==> src/rtl/soc_mailbox_pkg.sv <==
// Shared definitions for the result mailbox: register offsets, FSM states
// and the byte-enable merge used by the RW registers.
package soc_mailbox_pkg;

    localparam logic [4:0] OFF_FLAG     = 5'h00;
    localparam logic [4:0] OFF_RESULT   = 5'h04;
    localparam logic [4:0] OFF_WR_COUNT = 5'h08;
    localparam logic [4:0] OFF_CYCLES   = 5'h0C;
    localparam logic [4:0] OFF_CTRL     = 5'h10;

    typedef enum logic [1:0] {
        ST_RUN,
        ST_DONE,
        ST_TIMEOUT
    } state_e;

    function automatic logic [31:0] apply_be(input logic [31:0] old_val,
                                             input logic [31:0] new_val,
                                             input logic [3:0]  be);
        logic [31:0] merged;
        for (int i = 0; i < 4; i++) begin
            merged[i*8 +: 8] = be[i] ? new_val[i*8 +: 8] : old_val[i*8 +: 8];
        end
        return merged;
    endfunction

endpackage

==> src/rtl/soc_mailbox_bus_if.sv <==
// Data-port front end: address decode and the one-cycle response pipeline.
// Valid/ready: gnt mirrors req (never stalls); each granted request yields exactly one rvalid pulse on the next cycle.
module soc_mailbox_bus_if
    import soc_mailbox_pkg::*;
#(
    parameter logic [31:0] BASE_ADDR = 32'h0001_0000
) (
    input  logic        clk,
    input  logic        rst,
    input  logic        req,
    input  logic [31:0] addr,
    input  logic        resp_err,
    input  logic [31:0] resp_rdata,
    output logic        gnt,
    output logic        hit,
    output logic [4:0]  offset,
    output logic        rvalid,
    output logic        err,
    output logic [31:0] rdata
);

    logic [31:0] rel_addr;

    assign rel_addr = addr - BASE_ADDR;
    assign offset   = rel_addr[4:0];
    assign hit      = (addr[1:0] == 2'b00) && (rel_addr[1:0] == 2'b00) &&
                      (rel_addr[31:5] == '0) && (rel_addr[4:0] <= OFF_CTRL);
    assign gnt      = req;

    // A request granted in the same cycle as reset is dropped with no response.
    always_ff @(posedge clk) begin
        if (rst) begin
            rvalid <= 1'b0;
            err    <= 1'b0;
            rdata  <= '0;
        end else begin
            rvalid <= req;
            err    <= req & resp_err;
            rdata  <= req ? resp_rdata : '0;
        end
    end

endmodule

==> src/rtl/soc_result_mailbox.sv <==
// Completion mailbox on the core data port: FLAG/RESULT registers, write and
// cycle counters, and a watchdog FSM that raises timeout_o on a hung program.
module soc_result_mailbox
    import soc_mailbox_pkg::*;
#(
    parameter logic [31:0] BASE_ADDR = 32'h0001_0000,
    parameter int unsigned TIMEOUT   = 1000,
    parameter int unsigned CNT_W     = 16
) (
    input  logic        clk_i,
    input  logic        rst_i,
    input  logic        data_req_i,
    input  logic [31:0] data_addr_i,
    input  logic        data_we_i,
    input  logic [3:0]  data_be_i,
    input  logic [31:0] data_wdata_i,
    output logic        data_gnt_o,
    output logic        data_rvalid_o,
    output logic [31:0] data_rdata_o,
    output logic        data_err_o,
    output logic [31:0] mem_flag_o,
    output logic [31:0] mem_result_o,
    output logic        timeout_o,
    output state_e      dbg_state_o
);

    localparam logic [31:0] TIMEOUT_M1 = 32'(TIMEOUT - 1);

    logic             hit;
    logic [4:0]       offset;
    logic             acc_wr;
    logic             wr_flag;
    logic             wr_result;
    logic             ctrl_clr;
    logic             ro_write;
    logic             timeout_hit;
    logic             resp_err;
    logic [31:0]      resp_rdata;
    logic [31:0]      flag_next;
    logic [31:0]      flag_q;
    logic [31:0]      result_q;
    logic [31:0]      cycles_q;
    logic [CNT_W-1:0] wr_count_q;
    state_e           state_q;
    state_e           state_d;

    soc_mailbox_bus_if #(
        .BASE_ADDR(BASE_ADDR)
    ) u_bus_if (
        .clk       (clk_i),
        .rst       (rst_i),
        .req       (data_req_i),
        .addr      (data_addr_i),
        .resp_err  (resp_err),
        .resp_rdata(resp_rdata),
        .gnt       (data_gnt_o),
        .hit       (hit),
        .offset    (offset),
        .rvalid    (data_rvalid_o),
        .err       (data_err_o),
        .rdata     (data_rdata_o)
    );

    assign acc_wr      = data_req_i && hit && data_we_i;
    assign wr_flag     = acc_wr && (offset == OFF_FLAG);
    assign wr_result   = acc_wr && (offset == OFF_RESULT);
    assign ctrl_clr    = acc_wr && (offset == OFF_CTRL) && data_be_i[0] && data_wdata_i[0];
    assign ro_write    = acc_wr && ((offset == OFF_WR_COUNT) || (offset == OFF_CYCLES));
    assign resp_err    = !hit || ro_write;
    assign flag_next   = apply_be(flag_q, data_wdata_i, data_be_i);
    assign timeout_hit = (TIMEOUT != 0) && (cycles_q == TIMEOUT_M1);

    // Reads see the register contents before any write landing on this edge.
    always_comb begin
        resp_rdata = '0;
        if (data_req_i && hit && !data_we_i) begin
            case (offset)
                OFF_FLAG:     resp_rdata = flag_q;
                OFF_RESULT:   resp_rdata = result_q;
                OFF_WR_COUNT: resp_rdata = 32'(wr_count_q);
                OFF_CYCLES:   resp_rdata = cycles_q;
                default:      resp_rdata = '0;
            endcase
        end
    end

    // A FLAG set in the same cycle as watchdog expiry takes priority.
    always_comb begin
        state_d = state_q;
        case (state_q)
            ST_RUN: begin
                if (wr_flag && (flag_next != '0)) state_d = ST_DONE;
                else if (timeout_hit)             state_d = ST_TIMEOUT;
            end
            ST_DONE: begin
                if (wr_flag && (flag_next == '0)) state_d = ST_RUN;
            end
            ST_TIMEOUT: state_d = ST_TIMEOUT;
            default:    state_d = ST_RUN;
        endcase
        if (ctrl_clr) state_d = ST_RUN;
    end

    always_ff @(posedge clk_i) begin
        if (rst_i) state_q <= ST_RUN;
        else       state_q <= state_d;
    end

    always_ff @(posedge clk_i) begin
        if (rst_i || ctrl_clr) begin
            flag_q     <= '0;
            result_q   <= '0;
            cycles_q   <= '0;
            wr_count_q <= '0;
        end else begin
            if (wr_flag && (state_q != ST_TIMEOUT)) flag_q <= flag_next;
            if (wr_result) begin
                result_q <= apply_be(result_q, data_wdata_i, data_be_i);
                if (wr_count_q != {CNT_W{1'b1}}) wr_count_q <= wr_count_q + 1'b1;
            end
            if (state_q == ST_RUN) cycles_q <= cycles_q + 32'd1;
        end
    end

    assign mem_flag_o   = flag_q;
    assign mem_result_o = result_q;
    assign timeout_o    = (state_q == ST_TIMEOUT);
    assign dbg_state_o  = state_q;

endmodule
==> config.mk <==
export PLATFORM = sky130hd
export DESIGN_NAME = soc_result_mailbox
export DESIGN_NICKNAME = d
export VERILOG_FILES = /design/src/rtl/soc_mailbox_pkg.sv /design/src/rtl/soc_mailbox_bus_if.sv /design/src/rtl/soc_result_mailbox.sv
export SDC_FILE = /design/constraint.sdc
export NUM_CORES = 1
export LEC_CHECK = 0
export ABC_AREA = 1
export BUFFER_PORTS_ARGS = -buffer_cell sky130_fd_sc_hd__buf_4
export CELL_PAD_IN_SITES_DETAIL_PLACEMENT = 0
export CELL_PAD_IN_SITES_GLOBAL_PLACEMENT = 2
export CORE_MARGIN = 2
export CORE_UTILIZATION = 32
export DETAILED_ROUTE_END_ITERATION = 16
export MAX_ROUTING_LAYER = met4
export PLACE_DENSITY_LB_ADDON = 0.08
export SYNTH_ARGS = -nofsm -noshare
export SYNTH_HDL_FRONTEND = slang
export SYNTH_SLANG_ARGS = --single-unit
==> constraint.sdc <==
create_clock -name clk_i -period 5.6 [get_ports clk_i]
set_input_delay 0.28 -clock clk_i [delete_from_list [all_inputs] [get_ports clk_i]]
set_output_delay 0.28 -clock clk_i [all_outputs]
set_load 0.01 [all_outputs]
==> Yosys cells after proc, flatten, opt, wreduce, memory -nomap -nowiden <==
Index checks and enable logic that the tools add are counted.
Widths: inputs -> output; s select.
{ "totals": {"word_cells": 73, "reg_bits": 148, "input_bits": 72} }
{ "op_classes": {"reduce_logical": 35, "addsub": 3, "magnitude_cmp": 1, "bitwise_logic": 3, "eq_ne": 11, "n_mux": 9} }
{ "ops": {"columns": ["cell", "n"], "rows": [
  ["$pmux 32 s4", 1],
  ["$add 32x1->32 const B", 1],
  ["$eq 32x10->1 const B", 1],
  ["$logic_not 32->1", 1],
  ["$mux 8", 4],
  ["$reduce_bool 32->1", 1],
  ["$sub 32x17->32 const B", 1],
  ["$logic_not 27->1", 1],
  ["$add 16x1->16 const B", 1],
  ["$ne 16x16->1 const B", 1],
  ["$logic_and 1x1->1", 15],
  ["$reduce_and 2->1", 6],
  ["$eq 5x4->1 const B", 2],
  ["$logic_not 2->1", 3],
  ["$mux 2", 3],
  ["$pmux 2 s3", 1],
  ["$eq 5x3->1 const B", 1],
  ["$eq 5x5->1 const B", 1],
  ["$le 5x5->1 const B", 1],
  ["$logic_not 5->1", 1],
  ["$ne 2x2->1 const B", 2],
  ["$logic_or 1x1->1", 3],
  ["$ne 3x3->1 const B", 1],
  ["$reduce_or 3->1", 1],
  ["6 further kinds", 8]
]} }

==> Longest topological paths before layout <==
Gate-level depths: netlist of the first run.
{ "depth": {"depth_word": 11, "ltp_mapped": 18, "ltp_nobuf": 17} }

==> Cells and area by module <==
A second synthesis of the first run with hierarchy kept.
{ "unflattened": {"hier_cells": 1290, "area_unflattened_um2": 8247.9} }
{ "modules_own_cells": {"columns": ["module", "instances", "seq_area_each_um2", "cells_each", "area_each_um2"], "rows": [
  ["soc_result_mailbox", 1, 2282.2, 1075, 6810.3],
  ["soc_mailbox_bus_if", 1, 680.7, 215, 1437.6]
]} }

==> Worst setup path after synthesis of the first run <==
OpenSTA, ideal clock, no wires.
{ "synth_timing": {"path_type": "input -> register", "start": "in data_addr_i[16]", "end": "reg flag_q[10], in the netlist mem_flag_o[10]", "n_path_buf": 2, "path_stages": 14, "t_arrival_ns": 1.889, "t_required_ns": 5.475, "setup_slack_ns": 3.586, "cell_sequence": "inv_1 > ha_1 > nand2_1 > nor2_2 > nand2_1 > xor2_1 > inv_1 > nand3_1 > nor3_2 > nand3b_1 > buf_2 > buf_2 > nor2_1 > nor3b_2"} }
{ "synth_between": {"elab_chain_len": 10, "elab_cells_between_ends": 12} }
{ "synth_lines": {"columns": ["item", "line", "text"], "rows": [
  ["from (decl)", "soc_result_mailbox.sv:13", "input logic [31:0] data_addr_i,"],
  ["$sub 32x17->32 (*)", "soc_mailbox_bus_if.sv:24", "assign rel_addr = addr - BASE_ADDR;"],
  ["$logic_not 27->1 (*)", "soc_mailbox_bus_if.sv:27", "(rel_addr[31:5] == '0) && (rel_addr[4:0] <= OFF_CTRL);"],
  ["$logic_and 1x1->1 (*)", "soc_mailbox_bus_if.sv:26", "assign hit = (addr[1:0] == 2'b00) && (rel_addr[1:0] == 2'b00) &&"],
  ["$logic_and 1x1->1 (*)", "soc_mailbox_bus_if.sv:27", null],
  ["$logic_and 1x1->1 (*) (2 in a row)", "soc_result_mailbox.sv:64", "assign acc_wr = data_req_i && hit && data_we_i;"],
  ["$logic_and 1x1->1 (3 in a row)", "soc_result_mailbox.sv:67", "assign ctrl_clr = acc_wr && (offset == OFF_CTRL) && data_be_i[0] && data_wdata_i[0];"],
  ["$logic_or 1x1->1", "soc_result_mailbox.sv:110", "if (rst_i || ctrl_clr) begin"],
  ["to (signal assigned)", "soc_result_mailbox.sv:116", "if (wr_flag && (state_q != ST_TIMEOUT)) flag_q <= flag_next;"],
  ["to (decl)", "soc_result_mailbox.sv:40", "logic [31:0] flag_q;"]
]} }
Every way passes the cells marked *; elsewhere a longest branch is shown, timed or not.
A chain may end at the register's enable or synchronous reset.

==> Final worst setup path of the first run <==
{ "layout_timing": {"start": "reg cycles_q[1]", "end": "reg cycles_q[30]"} }
{ "layout_between": {"elab_chain_len": 1} }
{ "layout_lines": {"columns": ["item", "line", "text"], "rows": [
  ["from (decl)", "soc_result_mailbox.sv:42", "logic [31:0] cycles_q;"],
  ["from (signal assigned)", "soc_result_mailbox.sv:121", "if (state_q == ST_RUN) cycles_q <= cycles_q + 32'd1;"],
  ["$add 32x1->32", "soc_result_mailbox.sv:121", null]
]} }
Every way passes these cells.

==> metrics, run 1 <==
status=completed; initial DRC count=393; Startpoint Class=register; share of cells above drive strength 1=0.209; hold_buf cts=0; max_cap viols=0; die footprint=25,500 um^2; vias=7,442; Area growth, synth to finish=26.7%; clk buf depth=2; Hold Path Sink=u_bus_if.rvalid; period utilization=0.437; Die Ht=160 um; syn nets=1,219; Synth Instances=1,144; CTS resizes=0; CTS tree=done; All-Layer GR Usage=0.204; WL final=25,300 um; core area=23,600 um^2; Post-Layout Inst Area=9830 um^2; post-synthesis async set-or-reset flop share=0; pin count of the biggest net entering global routing=66; setup repair bufs after CTS=0; num rows=56; R2R depth=14; Root Buffer=clkbuf_16; Arr. time, crit path=2730 ps; ys flop type=dfxtp_1; reg-to-reg startpoint=cycles_q[1]; PwrDens=235 nW/um^2; Slew headroom=0.377; drt via density=4.56; Worst R2R Setup Slack=3150 ps; Max Clock Freq=409 MHz; Post-Place Worst Slack=2770 ps; slack of the critical path=3150 ps; clk_lat worst skew=430 ps; H-tree levels=4; Post-DP Area=9270 um^2; first-pass GRT wire length=39,700 um; drt first pass iters=4; Synth cell types=38; Pleak=4.35 nW; Synth Cell Area=7760 um^2; Max VDD drop=0.141 mV; DR DRC count=0; Worst EP required=5880 ps; Num CTS Buffers=17; Routed wire per std cell=15.5 um; clk slew on worst S/H paths=70 ps; setup violators final=0; Slew Viols, Final=0; Hold Vio Cnt, Final=0; Core Util, Final=0.416; CP max FO=4; crit end category=register; Initial Utilization=0.329; NumNets Final=1,374; CTS Sinks=148; RD Place Congestion=0.801; GRT overflow=0; post-DP HPWL=19,200 um; number of global-route vias before repair=7,298; initial antenna violation count=0; average size of a mapped cell=6.78 um^2; Die W=160 um; clk_skew=12.8 ps; WS Path Type=register to register; ant diodes=0; Port Buffer Count=173; Hold Path Depth=2; synthesized flop and latch total=148; Seq/Total Area, Yosys=0.382; R2R Path End=cycles_q[30]; Worst Tran Pin Value=934 ps; YS warnings=0; setup TNS=0 ps; worst hold path class=input pin to register; EDFF count, synth=0; RSZ-0062 raised after global routing=no; antenna violation net count after detailed routing=0; hold wc startpoint=rst_i; I/O pins=174; Tmin final=2450 ps
where the power goes:
part / switching, W / internal, W / leakage (nW)
registers: 0.00000220 / 0.00105 / 1.19
logic: 0.0000880 / 0.0000604 / 2.90
clock network: 0.000490 / 0.000617 / 0.265
routing by layer:
metal / vias to the layer above / global-route usage / part of all wire
met4: 0 / 0.0492 / 0.014
li1: 3911 / - / -
met5: - / - / 0
met3: 17 / 0.0405 / 0.046
met2: 174 / 0.334 / 0.47
met1: 3340 / 0.259 / 0.47
cell usage after synthesis (6+ instances only):
| cell type | instances | area, um^2 |
|---|---|---|
| nand2_1 | 217 | 815 |
| o21ai_0 | 65 | 325 |
| nand4_1 | 25 | 156 |
| a31oi_1 | 6 | 37.5 |
| nand3_1 | 26 | 130 |
| inv_1 | 212 | 796 |
| o22ai_1 | 24 | 150 |
| nor3b_2 | 28 | 350 |
| buf_2 | 17 | 85.1 |
| clkbuf_1 | 15 | 56.3 |
| nor2_2 | 7 | 43.8 |
| nand2_2 | 8 | 50.1 |
| o21ai_1 | 8 | 40.0 |
| nor4_1 | 9 | 56.3 |
| nor3_1 | 18 | 90.1 |
| dfxtp_1 | 148 | 2960 |
| nor2_1 | 150 | 563 |
| nor3b_1 | 6 | 45.0 |
| inv_2 | 7 | 26.3 |
| xor2_1 | 20 | 175 |
| a21oi_1 | 87 | 435 |
per-stage QoR:
step / cells / hold slack [ps] / total power, W
after floorplan: 1144 / 363 / 0.00116
after global placement: 1599 / 455 / 0.00123
after detailed placement: 1599 / 461 / 0.00123
after CTS: 1631 / 37.2 / 0.00233
after global routing: 1631 / 44.9 / 0.00240
final: 1631 / 47.8 / 0.00231
worst max-delay path by stage:
| stage | from | to | slack [ps] | cells past startpoint |
|---|---|---|---|---|
| after floorplan | data_addr_i[16] | mem_flag_o[10] | 3590 | 14 |
| after global placement | data_addr_i[16] | dbg_state_o[1] | 2810 | 14 |
| after detailed placement | data_addr_i[16] | dbg_state_o[1] | 2770 | 13 |
| after CTS | cycles_q[1] | cycles_q[30] | 3130 | 14 |
| after global routing | cycles_q[7] | cycles_q[30] | 2860 | 13 |
| final | cycles_q[1] | cycles_q[30] | 3150 | 14 |
cells by family after synthesis:
group                    synth area share
AO/OA/AOI/OAI                       0.133
AND/OR/NAND/NOR                     0.316
flip-flops                          0.382
adder cells (fa/ha/maj)           0.00484
XOR/XNOR                           0.0271
buffers and inverters               0.137
cell usage in the layout (no fill, tap or decap), types with 20 or more instances in the layout:
cell	netlist	final
nor3b_2	28	28
nand2_1	217	216
a21oi_1	87	87
nand4_1	25	25
inv_1	212	212
xor2_1	20	20
o22ai_1	24	24
buf_4	5	179
nand3_1	26	26
nor2_1	150	148
dfxtp_1	148	148
o21ai_0	65	65
critical path: stages, from the launching register on:
cell and delay, ps:
dfxtp_1 400, ha_1 170, inv_1 90, nor2_2 180
nand2_1 120, nor2_1 230, nand2_1 150, nor2_2 190
nand2_1 80, nor2_1 160, nand4_1 140, nor2_1 190
nand3_1 90, nand2_1 80, nor2_1 30
state kept, by name, indices dropped and copies added, names as in the netlist:
| signal | cells |
|---|---|
| cycles_q | 32 |
| dbg_state_o | 2 |
| mem_flag_o | 32 |
| mem_result_o | 32 |
| u_bus_if.err | 1 |
| u_bus_if.rdata | 32 |
| u_bus_if.rvalid | 1 |
| wr_count_q | 16 |
final cells by class:
cell class              count  area, um^2
clock inverters            14         130
well taps                 319         399
repair buffers            179        1340
clock buffers              18         429
flip-flops and latches    148        2960
inverters                 220         826
fillers                  2604       13800
multi-input cells         733        3740
Power figures use the tool's default switching activity.
==> run 2, diff against run 1 <==
CORE_UTILIZATION = 29   (was 32)
clock period = 2.47 ns   (was 5.6 ns; I/O delays follow)
==> metrics, run 2 (synthesis gave the netlist of run 1 again) <==
status=completed; R2R depth=14; Routed wire per std cell=15.8 um; Area growth, synth to finish=34.7%; Post-DP Area=9530 um^2; met3 usage=0.0312; core area=26,100 um^2; pin count of the biggest net entering global routing=49; num rows=59; clk_skew=24.0 ps; Max VDD drop=0.260 mV; Worst Tran Pin Value=553 ps; drt first pass iters=5; CTS tree=done; H-tree levels=4; Die W=168 um; hold wc startpoint=data_wdata_i[22]; Worst R2R Setup Slack=280 ps; period utilization=0.887; ant diodes=0; FILL cells=2,895; Max stage delay on crit path=360 ps; drt via density=4.52; Most Used Layer, Global Route=met2; WL final=26,900 um; worst hold path class=input pin to register; commonest non-fill, non-tap cell in the layout=nand2_1; crit end category=register; All-Layer GR Usage=0.199; CP max FO=3; clk buf depth=2; Arr. time, crit path=2520 ps; Max Clock Freq=456 MHz; RSZ-0062 raised after global routing=no; first-pass GRT wire length=41,800 um; number of global-route vias before repair=7,415; reg-to-reg startpoint=cycles_q[0]; Slew headroom=0.631; vias=7,672; CTS Sinks=148; global routing met1 resource utilization=0.251; Die Ht=168 um; area of the multi-input gates=3750 um^2; Tmin final=2190 ps; PwrDens=551 nW/um^2; I/O pins=174; setup TNS=0 ps; Port Buffer Count=173; register area=2960 um^2; initial DRC count=377; share of cells above drive strength 1=0.220; met2 Use GR=0.336; R2R Path End=cycles_q[30]; GRT overflow=0; slowest stage cell on the critical path=dfxtp_1; Hold Path Sink=mem_result_o[22]; most frequent CP cell=nand2_1; antenna violation net count after detailed routing=0; Slew Viols, Final=0; Root Buffer=clkbuf_16; DR DRC count=0; Startpoint Class=register; setup violators final=0; max_cap viols=0; CP cell instances=ha_1 -> inv_1 -> nor2_2 -> nand2_1 -> nor2_1 -> nand2_1 -> nor2_2 -> nand2_1 -> nor2_1 -> nand4_1 -> nor2_2 -> nand3_1 -> nand2_1 -> nor2_1; Pleak=4.66 nW; initial antenna violation count=0; Core Util, Final=0.400; Post-Layout Inst Area=10,500 um^2; clk_lat worst skew=440 ps; leading cell types in the layout, fill and taps excluded=nand2_1, inv_1, buf_4, dfxtp_1, nor2_1; die footprint=28,100 um^2; Hold Vio Cnt, Final=0; NumNets Final=1,425; post-DP HPWL=20,500 um; Hold Path Depth=3; total power=0.00576 W; Num CTS Buffers=17; WS Path Type=register to register; Initial Utilization=0.297; Worst EP required=2800 ps; RD Place Congestion=0.793; clk slew on worst S/H paths=70 ps
## run 2: critical path: cells and delay by family (launching register included)
| kind | cells | cell delay [ps] |
|---|---|---|
| fa+ha+maj | 1 | 180 |
| buf+inv | 1 | 100 |
| flops | 1 | 360 |
| simple gates | 12 | 1450 |
## run 2: cell type report
type	count	area share
flip-flops and latches	148	0.283
clock inverters	13	0.0213
multi-input cells	733	0.358
repair buffers	230	0.176
well taps	335	0.0401
clock buffers	19	0.0414
inverters	220	0.0790
## run 2: stage by stage
step,hold WS [ps],setup slack (ps),std cells
2_1_floorplan,207,599,1144
3_3_place_gp,359,92.4,1640
3_5_place_dp,360,50.1,1640
4_1_cts,0.00885,203,1697
5_1_grt,22.6,2.75,1698
6_report,7.91,279,1698
## run 2: worst max-delay path by stage
| stage | slack (ps) | depth (start not counted) | start | endpoint |
|---|---|---|---|---|
| after global routing | 3 | 15 | cycles_q[0] | cycles_q[30] |
| after global placement | 90 | 16 | data_addr_i[16] | wr_count_q[14] |
| after CTS | 200 | 14 | cycles_q[0] | cycles_q[30] |
| after detailed placement | 50 | 16 | data_addr_i[16] | wr_count_q[14] |
| after floorplan | 600 | 14 | cycles_q[1] | cycles_q[30] |
| final | 280 | 14 | cycles_q[0] | cycles_q[30] |
## run 2: metal layers
metal | part of all wire | vias up | wire (um)
met5 | 0 | - | 0
met2 | 0.48 | 166 | 12900
li1 | - | 4020 | -
met3 | 0.038 | 20 | 1020
met4 | 0.0094 | 0 | 252
met1 | 0.47 | 3466 | 12700
## run 2: where the power goes
group / total (W) / internal [W] / switching [W]
logic: 0.000395 / 0.000179 / 0.000216
clock network: 0.00297 / 0.00182 / 0.00115
registers: 0.00239 / 0.00239 / 0.00000369
total: 0.00576 / 0.00439 / 0.00137
## run 2: repair_timing
| action | CTS | global route |
|---|---|---|
| hold buffers | 25 | 1 |
| resized for setup | 0 | 2 |
| setup buffers | 0 | 0 |
| endpoints found under the setup margin | 0 | 1 |
| endpoints found under the hold margin | 25 | 1 |
